[config.mk]
export PLATFORM = sky130hd
export DESIGN_NAME = coin_acceptor_flat
export DESIGN_NICKNAME = d
export VERILOG_FILES = /design/src/rtl/coin_acceptor_if.sv /design/src/rtl/coin_acceptor.sv /design/src/flat_wrapper.sv
export SDC_FILE = /design/constraint.sdc
export NUM_CORES = 1
export LEC_CHECK = 0
export ABC_AREA = 1
export CAP_MARGIN = 5
export CORE_MARGIN = 1
export CORE_UTILIZATION = 50
export DETAILED_ROUTE_END_ITERATION = 10
export HOLD_SLACK_MARGIN = 0.05
export PLACE_DENSITY = 0.73
export SYNTH_ARGS = -nofsm -noshare
export SYNTH_HDL_FRONTEND = slang
export SYNTH_SLANG_ARGS = --single-unit
[constraint.sdc]
create_clock -name clk -period 4.3 [get_ports clk]
set_clock_uncertainty 0.1 [all_clocks]
set_input_delay 0.86 -clock clk [delete_from_list [all_inputs] [get_ports clk]]
set_output_delay 0.86 -clock clk [all_outputs]
set_load 0.02 [all_outputs]
[src/rtl/coin_acceptor_if.sv]
// Coin acceptor signal bundle: raw sensors and hold in, coin pulses and status out.
// The total_cents field exists only when COIN_TOTAL_EN is defined.
interface coin_acceptor_if;
  logic        coin_nickel_raw;
  logic        coin_dime_raw;
  logic        coin_quarter_raw;
  logic        hold;
  logic        nickel_pls;
  logic        dime_pls;
  logic        quarter_pls;
  logic        fifo_full;
  logic        coin_reject;
`ifdef COIN_TOTAL_EN
  logic [15:0] total_cents;

  modport slave (
    input  coin_nickel_raw, coin_dime_raw, coin_quarter_raw, hold,
    output nickel_pls, dime_pls, quarter_pls, fifo_full, coin_reject, total_cents
  );

  modport master (
    output coin_nickel_raw, coin_dime_raw, coin_quarter_raw, hold,
    input  nickel_pls, dime_pls, quarter_pls, fifo_full, coin_reject, total_cents
  );
`else
  modport slave (
    input  coin_nickel_raw, coin_dime_raw, coin_quarter_raw, hold,
    output nickel_pls, dime_pls, quarter_pls, fifo_full, coin_reject
  );

  modport master (
    output coin_nickel_raw, coin_dime_raw, coin_quarter_raw, hold,
    input  nickel_pls, dime_pls, quarter_pls, fifo_full, coin_reject
  );
`endif
endinterface

[src/rtl/coin_acceptor.sv]
// Coin acceptor: synchronize and debounce three coin sensors, queue coin events, and
// issue spaced one-cycle coin pulses. Optional COIN_TOTAL_EN adds a saturating cents total.
module coin_acceptor #(
  parameter int DEBOUNCE_CYCLES = 16,
  parameter int FIFO_DEPTH      = 4,
  parameter int GAP_CYCLES      = 2
) (
  input  logic           clk,
  input  logic           rst_n,
  coin_acceptor_if.slave bus
);

  localparam int              PW       = $clog2(FIFO_DEPTH);
  localparam int              CW       = PW + 1;
  localparam logic [7:0]      DB_LAST  = 8'(DEBOUNCE_CYCLES - 1);
  localparam logic [3:0]      GAP_LOAD = 4'(GAP_CYCLES);
  localparam logic [CW-1:0]   DEPTH_C  = CW'(FIFO_DEPTH);

  function automatic logic [2:0] code_to_pls(input logic [1:0] code);
    logic [2:0] pls;
    case (code)
      2'b01:   pls = 3'b001;
      2'b10:   pls = 3'b010;
      2'b11:   pls = 3'b100;
      default: pls = 3'b000;
    endcase
    return pls;
  endfunction

  logic [2:0] w_raw;
  assign w_raw = {bus.coin_quarter_raw, bus.coin_dime_raw, bus.coin_nickel_raw};

  // Stage p0/p1: two-flop synchronizer, bit 0 nickel, bit 1 dime, bit 2 quarter
  logic [2:0] r_sync_p0;
  logic [2:0] r_sync_p1;

  always_ff @(posedge clk or negedge rst_n) begin
    if (!rst_n) begin
      r_sync_p0 <= 3'b000;
      r_sync_p1 <= 3'b000;
    end else begin
      r_sync_p0 <= w_raw;
      r_sync_p1 <= r_sync_p0;
    end
  end

  // Stage p2: debounce, toggling once the mismatch has lasted DEBOUNCE_CYCLES cycles
  logic [2:0] r_db_p2;
  logic [2:0] r_db_d_p3;
  logic [7:0] r_db_cnt [3];

  always_ff @(posedge clk or negedge rst_n) begin
    if (!rst_n) begin
      r_db_p2   <= 3'b000;
      r_db_d_p3 <= 3'b000;
      for (int ch = 0; ch < 3; ch++) r_db_cnt[ch] <= 8'd0;
    end else begin
      r_db_d_p3 <= r_db_p2;
      for (int ch = 0; ch < 3; ch++) begin
        if (r_sync_p1[ch] != r_db_p2[ch]) begin
          if (r_db_cnt[ch] == DB_LAST) begin
            r_db_p2[ch]  <= ~r_db_p2[ch];
            r_db_cnt[ch] <= 8'd0;
          end else begin
            r_db_cnt[ch] <= r_db_cnt[ch] + 8'd1;
          end
        end else begin
          r_db_cnt[ch] <= 8'd0;
        end
      end
    end
  end

  // Stage p3: rising debounced edges become coin events, queued in priority order
  logic [2:0]    w_evt_p3;
  logic [2:0]    w_acc;
  logic          w_drop;
  logic [CW-1:0] w_nacc;
  logic [CW-1:0] w_free;
  logic [PW-1:0] w_slot [3];

  logic [1:0]    r_mem [FIFO_DEPTH];
  logic [PW-1:0] r_wr_ptr;
  logic [PW-1:0] r_rd_ptr;
  logic [CW-1:0] r_count;
  logic          r_full;
  logic          r_reject;
  logic [3:0]    r_gap;
  logic [2:0]    r_pls;

  logic          w_pop;
  logic [1:0]    w_pop_code;
  logic [CW-1:0] w_count_nxt;

  assign w_evt_p3 = r_db_p2 & ~r_db_d_p3;
  // A same-cycle pop does not create room for this cycle's pushes
  assign w_free   = DEPTH_C - r_count;

  always_comb begin
    w_nacc = '0;
    w_acc  = 3'b000;
    for (int ch = 0; ch < 3; ch++) begin
      w_slot[ch] = PW'(w_nacc);
      if (w_evt_p3[ch] && (w_nacc < w_free)) begin
        w_acc[ch] = 1'b1;
        w_nacc    = w_nacc + CW'(1);
      end
    end
    w_drop = |(w_evt_p3 & ~w_acc);
  end

  assign w_pop       = (r_count != '0) && !bus.hold && (r_gap == 4'd0);
  assign w_pop_code  = r_mem[r_rd_ptr];
  assign w_count_nxt = r_count + w_nacc - CW'(w_pop);

  always_ff @(posedge clk or negedge rst_n) begin
    if (!rst_n) begin
      for (int i = 0; i < FIFO_DEPTH; i++) r_mem[i] <= 2'b00;
      r_wr_ptr <= '0;
      r_rd_ptr <= '0;
      r_count  <= '0;
      r_full   <= 1'b0;
      r_reject <= 1'b0;
    end else begin
      for (int ch = 0; ch < 3; ch++) begin
        if (w_acc[ch]) r_mem[r_wr_ptr + w_slot[ch]] <= 2'(ch + 1);
      end
      r_wr_ptr <= r_wr_ptr + PW'(w_nacc);
      if (w_pop) r_rd_ptr <= r_rd_ptr + PW'(1);
      r_count  <= w_count_nxt;
      r_full   <= (w_count_nxt == DEPTH_C);
      r_reject <= w_drop;
    end
  end

  // Stage p4: registered coin pulse plus inter-pulse gap timer
  always_ff @(posedge clk or negedge rst_n) begin
    if (!rst_n) begin
      r_pls <= 3'b000;
      r_gap <= 4'd0;
    end else begin
      r_pls <= w_pop ? code_to_pls(w_pop_code) : 3'b000;
      if (w_pop) begin
        r_gap <= GAP_LOAD;
      end else if (r_gap != 4'd0) begin
        r_gap <= r_gap - 4'd1;
      end
    end
  end

  assign bus.nickel_pls  = r_pls[0];
  assign bus.dime_pls    = r_pls[1];
  assign bus.quarter_pls = r_pls[2];
  assign bus.fifo_full   = r_full;
  assign bus.coin_reject = r_reject;

`ifdef COIN_TOTAL_EN
  function automatic logic [4:0] code_to_cents(input logic [1:0] code);
    logic [4:0] cents;
    case (code)
      2'b01:   cents = 5'd5;
      2'b10:   cents = 5'd10;
      2'b11:   cents = 5'd25;
      default: cents = 5'd0;
    endcase
    return cents;
  endfunction

  function automatic logic [15:0] sat_add(input logic [15:0] acc, input logic [4:0] inc);
    logic [16:0] sum;
    sum = {1'b0, acc} + {12'd0, inc};
    return sum[16] ? 16'hFFFF : sum[15:0];
  endfunction

  logic [15:0] r_total;

  always_ff @(posedge clk or negedge rst_n) begin
    if (!rst_n) begin
      r_total <= 16'd0;
    end else if (w_pop) begin
      r_total <= sat_add(r_total, code_to_cents(w_pop_code));
    end
  end

  assign bus.total_cents = r_total;
`endif

endmodule

[src/flat_wrapper.sv]
// flat-port wrapper written by rule: the top's interface ports become plain ports
module coin_acceptor_flat 
#(
  parameter int DEBOUNCE_CYCLES = 16,
  parameter int FIFO_DEPTH      = 4,
  parameter int GAP_CYCLES      = 2
)
  (clk, rst_n, bus_coin_nickel_raw, bus_coin_dime_raw, bus_coin_quarter_raw, bus_hold, bus_nickel_pls, bus_dime_pls, bus_quarter_pls, bus_fifo_full, bus_coin_reject);
  coin_acceptor_if bus_i ();
  input  logic clk;
  input  logic rst_n;
  input wire logic [$bits(bus_i.coin_nickel_raw)-1:0] bus_coin_nickel_raw;
  input wire logic [$bits(bus_i.coin_dime_raw)-1:0] bus_coin_dime_raw;
  input wire logic [$bits(bus_i.coin_quarter_raw)-1:0] bus_coin_quarter_raw;
  input wire logic [$bits(bus_i.hold)-1:0] bus_hold;
  output wire logic [$bits(bus_i.nickel_pls)-1:0] bus_nickel_pls;
  output wire logic [$bits(bus_i.dime_pls)-1:0] bus_dime_pls;
  output wire logic [$bits(bus_i.quarter_pls)-1:0] bus_quarter_pls;
  output wire logic [$bits(bus_i.fifo_full)-1:0] bus_fifo_full;
  output wire logic [$bits(bus_i.coin_reject)-1:0] bus_coin_reject;
  assign bus_i.coin_nickel_raw = bus_coin_nickel_raw;
  assign bus_i.coin_dime_raw = bus_coin_dime_raw;
  assign bus_i.coin_quarter_raw = bus_coin_quarter_raw;
  assign bus_i.hold = bus_hold;
  assign bus_nickel_pls = bus_i.nickel_pls;
  assign bus_dime_pls = bus_i.dime_pls;
  assign bus_quarter_pls = bus_i.quarter_pls;
  assign bus_fifo_full = bus_i.fifo_full;
  assign bus_coin_reject = bus_i.coin_reject;
  coin_acceptor #(.DEBOUNCE_CYCLES(DEBOUNCE_CYCLES), .FIFO_DEPTH(FIFO_DEPTH), .GAP_CYCLES(GAP_CYCLES)) u_core (.clk(clk), .rst_n(rst_n), .bus(bus_i));
endmodule
==> flow_summary_export.csv <==
group,metric,value,unit
placed_design,portBuffers,10,
synth,yosys_warnings,0,
worst_setup_path,ff2ff_path_depth,27,
placed_design,gp_congestion,0.817,
die,row_count,27,
sta,post-route-min-period,4.02,ns
job,max_cap_viol_count,0,
cts,clk_pin_slew_worst_paths,0.07,ns
synth,postSynthCellCount,331,
sta,holdWs,0.250,ns
worst_setup_path,crit_path_end_kind,"flop",
placed_design,dp_cells,413,
status,status,"finished, final reports clean",
placed_design,pre_cts_slack,0.234,ns
die,die_width,79.3,um
layout,area_growth_syn_to_layout,13.6,%
synth,post_synth.cell_area_avg,9.03,um^2
sta,finalHoldViolations,0,
routing,wl_per_cell,12.0,um
cts,clk_path_buf_depth,2,
die,boundaryPins,11,
die,die_area,0.00629,mm^2
die,core-area,0.00564,mm^2
grt,grt_overflow,0,
routing,routed_wl,5160,um
sta,tightest_slew,0.813,ns
cts,cts_buffers,9,
placed_design,hpwl,3770,um
min_path,min_path_type,"reg -> reg",
power,vdd_drop_max,246,uV
routing,first_pass_iters,4,
grt,antenna_found_initial,0,
die,start_util,0.530,
power,power_density,485,mW/mm^2
sta,slew_headroom,0.458,
sta,clock.fmax,249,MHz
grt,grt_pass1_vias,2066,
worst_setup_path,crit_type,"reg -> reg",
synth,synth-seq-cells,60,
routing,drc,0,
routing,ant_nets,0,
layout,drive_gt1_frac,0.109,
synth,synth_seq_area_share,0.502,
sta,period_share,0.934,
synth,ys_types,37,
layout,fillerInstances,485,
min_path,hold_depth,0,
sta,setup_viol,0,
worst_setup_path,critPathRequiredTime,4.44,ns
grt,grt_max_degree,38,
sta,finalWorstSetupSlack,0.285,ns
synth,synthesis.area,0.00299,mm^2
routing,via_count,2147,
sta,drv_slew,0,
layout,layout.cells.non_filler,430,
power,cellLeakagePower,1.70,nW
sta,tns,0,ns
cts,cts_hold_buf,0,
die,die-height,79.3,um
cts,clock_latency,0.35,ns
layout,n_antenna_cell,0,
routing,drt_iter0_drc,83,
cts,clock_sinks,60,
grt,grt_use_total,0.190,
layout,nNetsFinal,376,
cts,ctsRootBufferMaster,"clkbuf_8",
worst_setup_path,critPathMaxFanout,7,
grt,grt_pass1_wl,8830,um
power,power,1.65,mW
synth,synth_fp_nets,354,
cts,cts_tree,"done",
worst_setup_path,worstPathArrival,4.16,ns
sta,rsz0062_at_grt,"false",
routing,viasPerCell,4.99,
worst_setup_path,startpoint_type,"flop",
cts,htree_levels,3,
[logic make-up after synthesis]
logic type	count (synthesis)	share of synthesized area
buf+inv	52	0.0678
fa+ha+maj	17	0.0737
compound gates	31	0.0573
simple gates	154	0.244
xor+xnor	17	0.0548
flops	60	0.502
[critical path, cell delays in order, from the launching register on]
cell and delay [ns]:
dfrtp_1 0.36, inv_1 0.09, ha_1 0.21, ha_1 0.29, nand2_1 0.11, inv_1 0.08
nand2_1 0.09, nand2_2 0.09, inv_2 0.13, ha_2 0.32, inv_1 0.06, nand2_1 0.04
nand2_1 0.09, inv_1 0.06, nand2_2 0.09, nand3_2 0.11, xor2_2 0.17, ha_1 0.27
inv_1 0.04, ha_1 0.18, fa_1 0.41, xor2_1 0.16, nand2_1 0.06, nand2_1 0.06
inv_1 0.05, nand3_1 0.07, nand2_1 0.10, nor2_1 0.04
[power breakdown]
| group | total (mW) | internal, mW | switching (mW) |
|---|---|---|---|
| clock | 0.566 | 0.339 | 0.226 |
| sequential | 0.670 | 0.626 | 0.0443 |
| combinational | 0.412 | 0.163 | 0.248 |
| total | 1.65 | 1.13 | 0.519 |
[per-layer routing]
metal | routed length (um) | track usage | up-vias
met4 | 104 | 0.109 | 0
met1 | 2470 | 0.228 | 1007
met5 | 0 | 0 | -
met2 | 2420 | 0.305 | 37
met3 | 169 | 0.0517 | 10
li1 | - | - | 1093
[registers in the layout (all words and copies together), names as in the netlist]
register,cells
u_core.r_mem,8
u_core.r_db_p2,3
u_core.bus.coin_reject,1
u_core.r_db_cnt,24
u_core.bus.fifo_full,1
u_core.r_db_d_p3,3
u_core.r_count,3
u_core.r_gap,4
u_core.r_sync_p1,3
u_core.r_sync_p0,3
u_core.r_pls,3
u_core.r_rd_ptr,2
u_core.r_wr_ptr,2
[cell type report]
cell class / count / area (um^2) / area share
multi-input combinational: 219 / 1290 / 0.379
tap: 72 / 90.1 / 0.0265
inverter: 51 / 191 / 0.0564
sequential: 60 / 1500 / 0.442
clock inverter: 5 / 75.1 / 0.0221
clock buffer: 11 / 141 / 0.0416
timing repair buffer: 12 / 110 / 0.0324
[cells in the mapped netlist (all sizes together)]
cell | count | area (um^2)
and2 | 1 | 6.26
a21oi | 9 | 45.0
or3 | 1 | 6.26
o21ai | 17 | 88.8
nand2 | 60 | 230
buf | 1 | 11.3
nand3b | 1 | 7.51
or2 | 3 | 21.3
o211ai | 1 | 7.51
o22ai | 1 | 6.26
o21bai | 1 | 7.51
dfrtp | 60 | 1500
nand4 | 4 | 25.0
o311ai | 1 | 8.76
nor3b | 7 | 57.6
xor2 | 8 | 77.6
fa | 1 | 20.0
nand3 | 23 | 120
a21boi | 1 | 7.51
inv | 51 | 191
ha | 16 | 200
xnor2 | 9 | 86.3
nor2 | 46 | 193
nor3 | 8 | 62.6
[layout by cell type, fill, tap and decap left out, types with 3 or more instances in the layout]
master           count
nor2_1              40
o21ai_0             15
nand2_1             58
a21oi_1              9
inv_1               48
inv_2                3
xnor2_1              8
clkbuf_8            10
nor3b_1              6
clkdlybuf4s50_1      9
nand3_1             22
nand4_1              4
nor2_2               5
clkinv_2             3
xor2_1               7
dfrtp_1             60
ha_1                15
nor3_1               6
[metrics by stage]
| stage | area, um^2 | utilization |
|---|---|---|
| CTS | 3390 | 0.600 |
| floorplan | 2990 | - |
| finish | 3400 | 0.602 |
| global placement | 3170 | 0.562 |
| global route | 3400 | 0.602 |
| detailed placement | 3170 | 0.562 |
[repair_timing]
item | in CTS | in global routing
endpoints found under the hold margin | 0 | 0
resized for setup | 0 | 1
setup buffers | 0 | 1
endpoints found under the setup margin | 0 | 2
[path summary, 6_finish.rpt]
check | start | slack, ns | to
worst min-delay path | u_core.r_sync_p0[1]$_DFF_PN0_ | 0.25 | u_core.r_sync_p1[1]$_DFF_PN0_
worst max-delay path | u_core.r_count[0]$_DFF_PN0_ | 0.28 | u_core.bus.fifo_full$_DFF_PN0_
max in group asynchronous | rst_n | 2.78 | u_core.r_db_cnt[17]$_DFF_PN0_
min in group asynchronous | rst_n | 0.51 | u_core.r_gap[0]$_DFFE_PN0P_
worst max register to register | u_core.r_count[0]$_DFF_PN0_ | 0.28 | u_core.bus.fifo_full$_DFF_PN0_
worst min register to register | u_core.r_sync_p0[1]$_DFF_PN0_ | 0.25 | u_core.r_sync_p1[1]$_DFF_PN0_
Note: power is estimated with default switching activity, not from simulation.
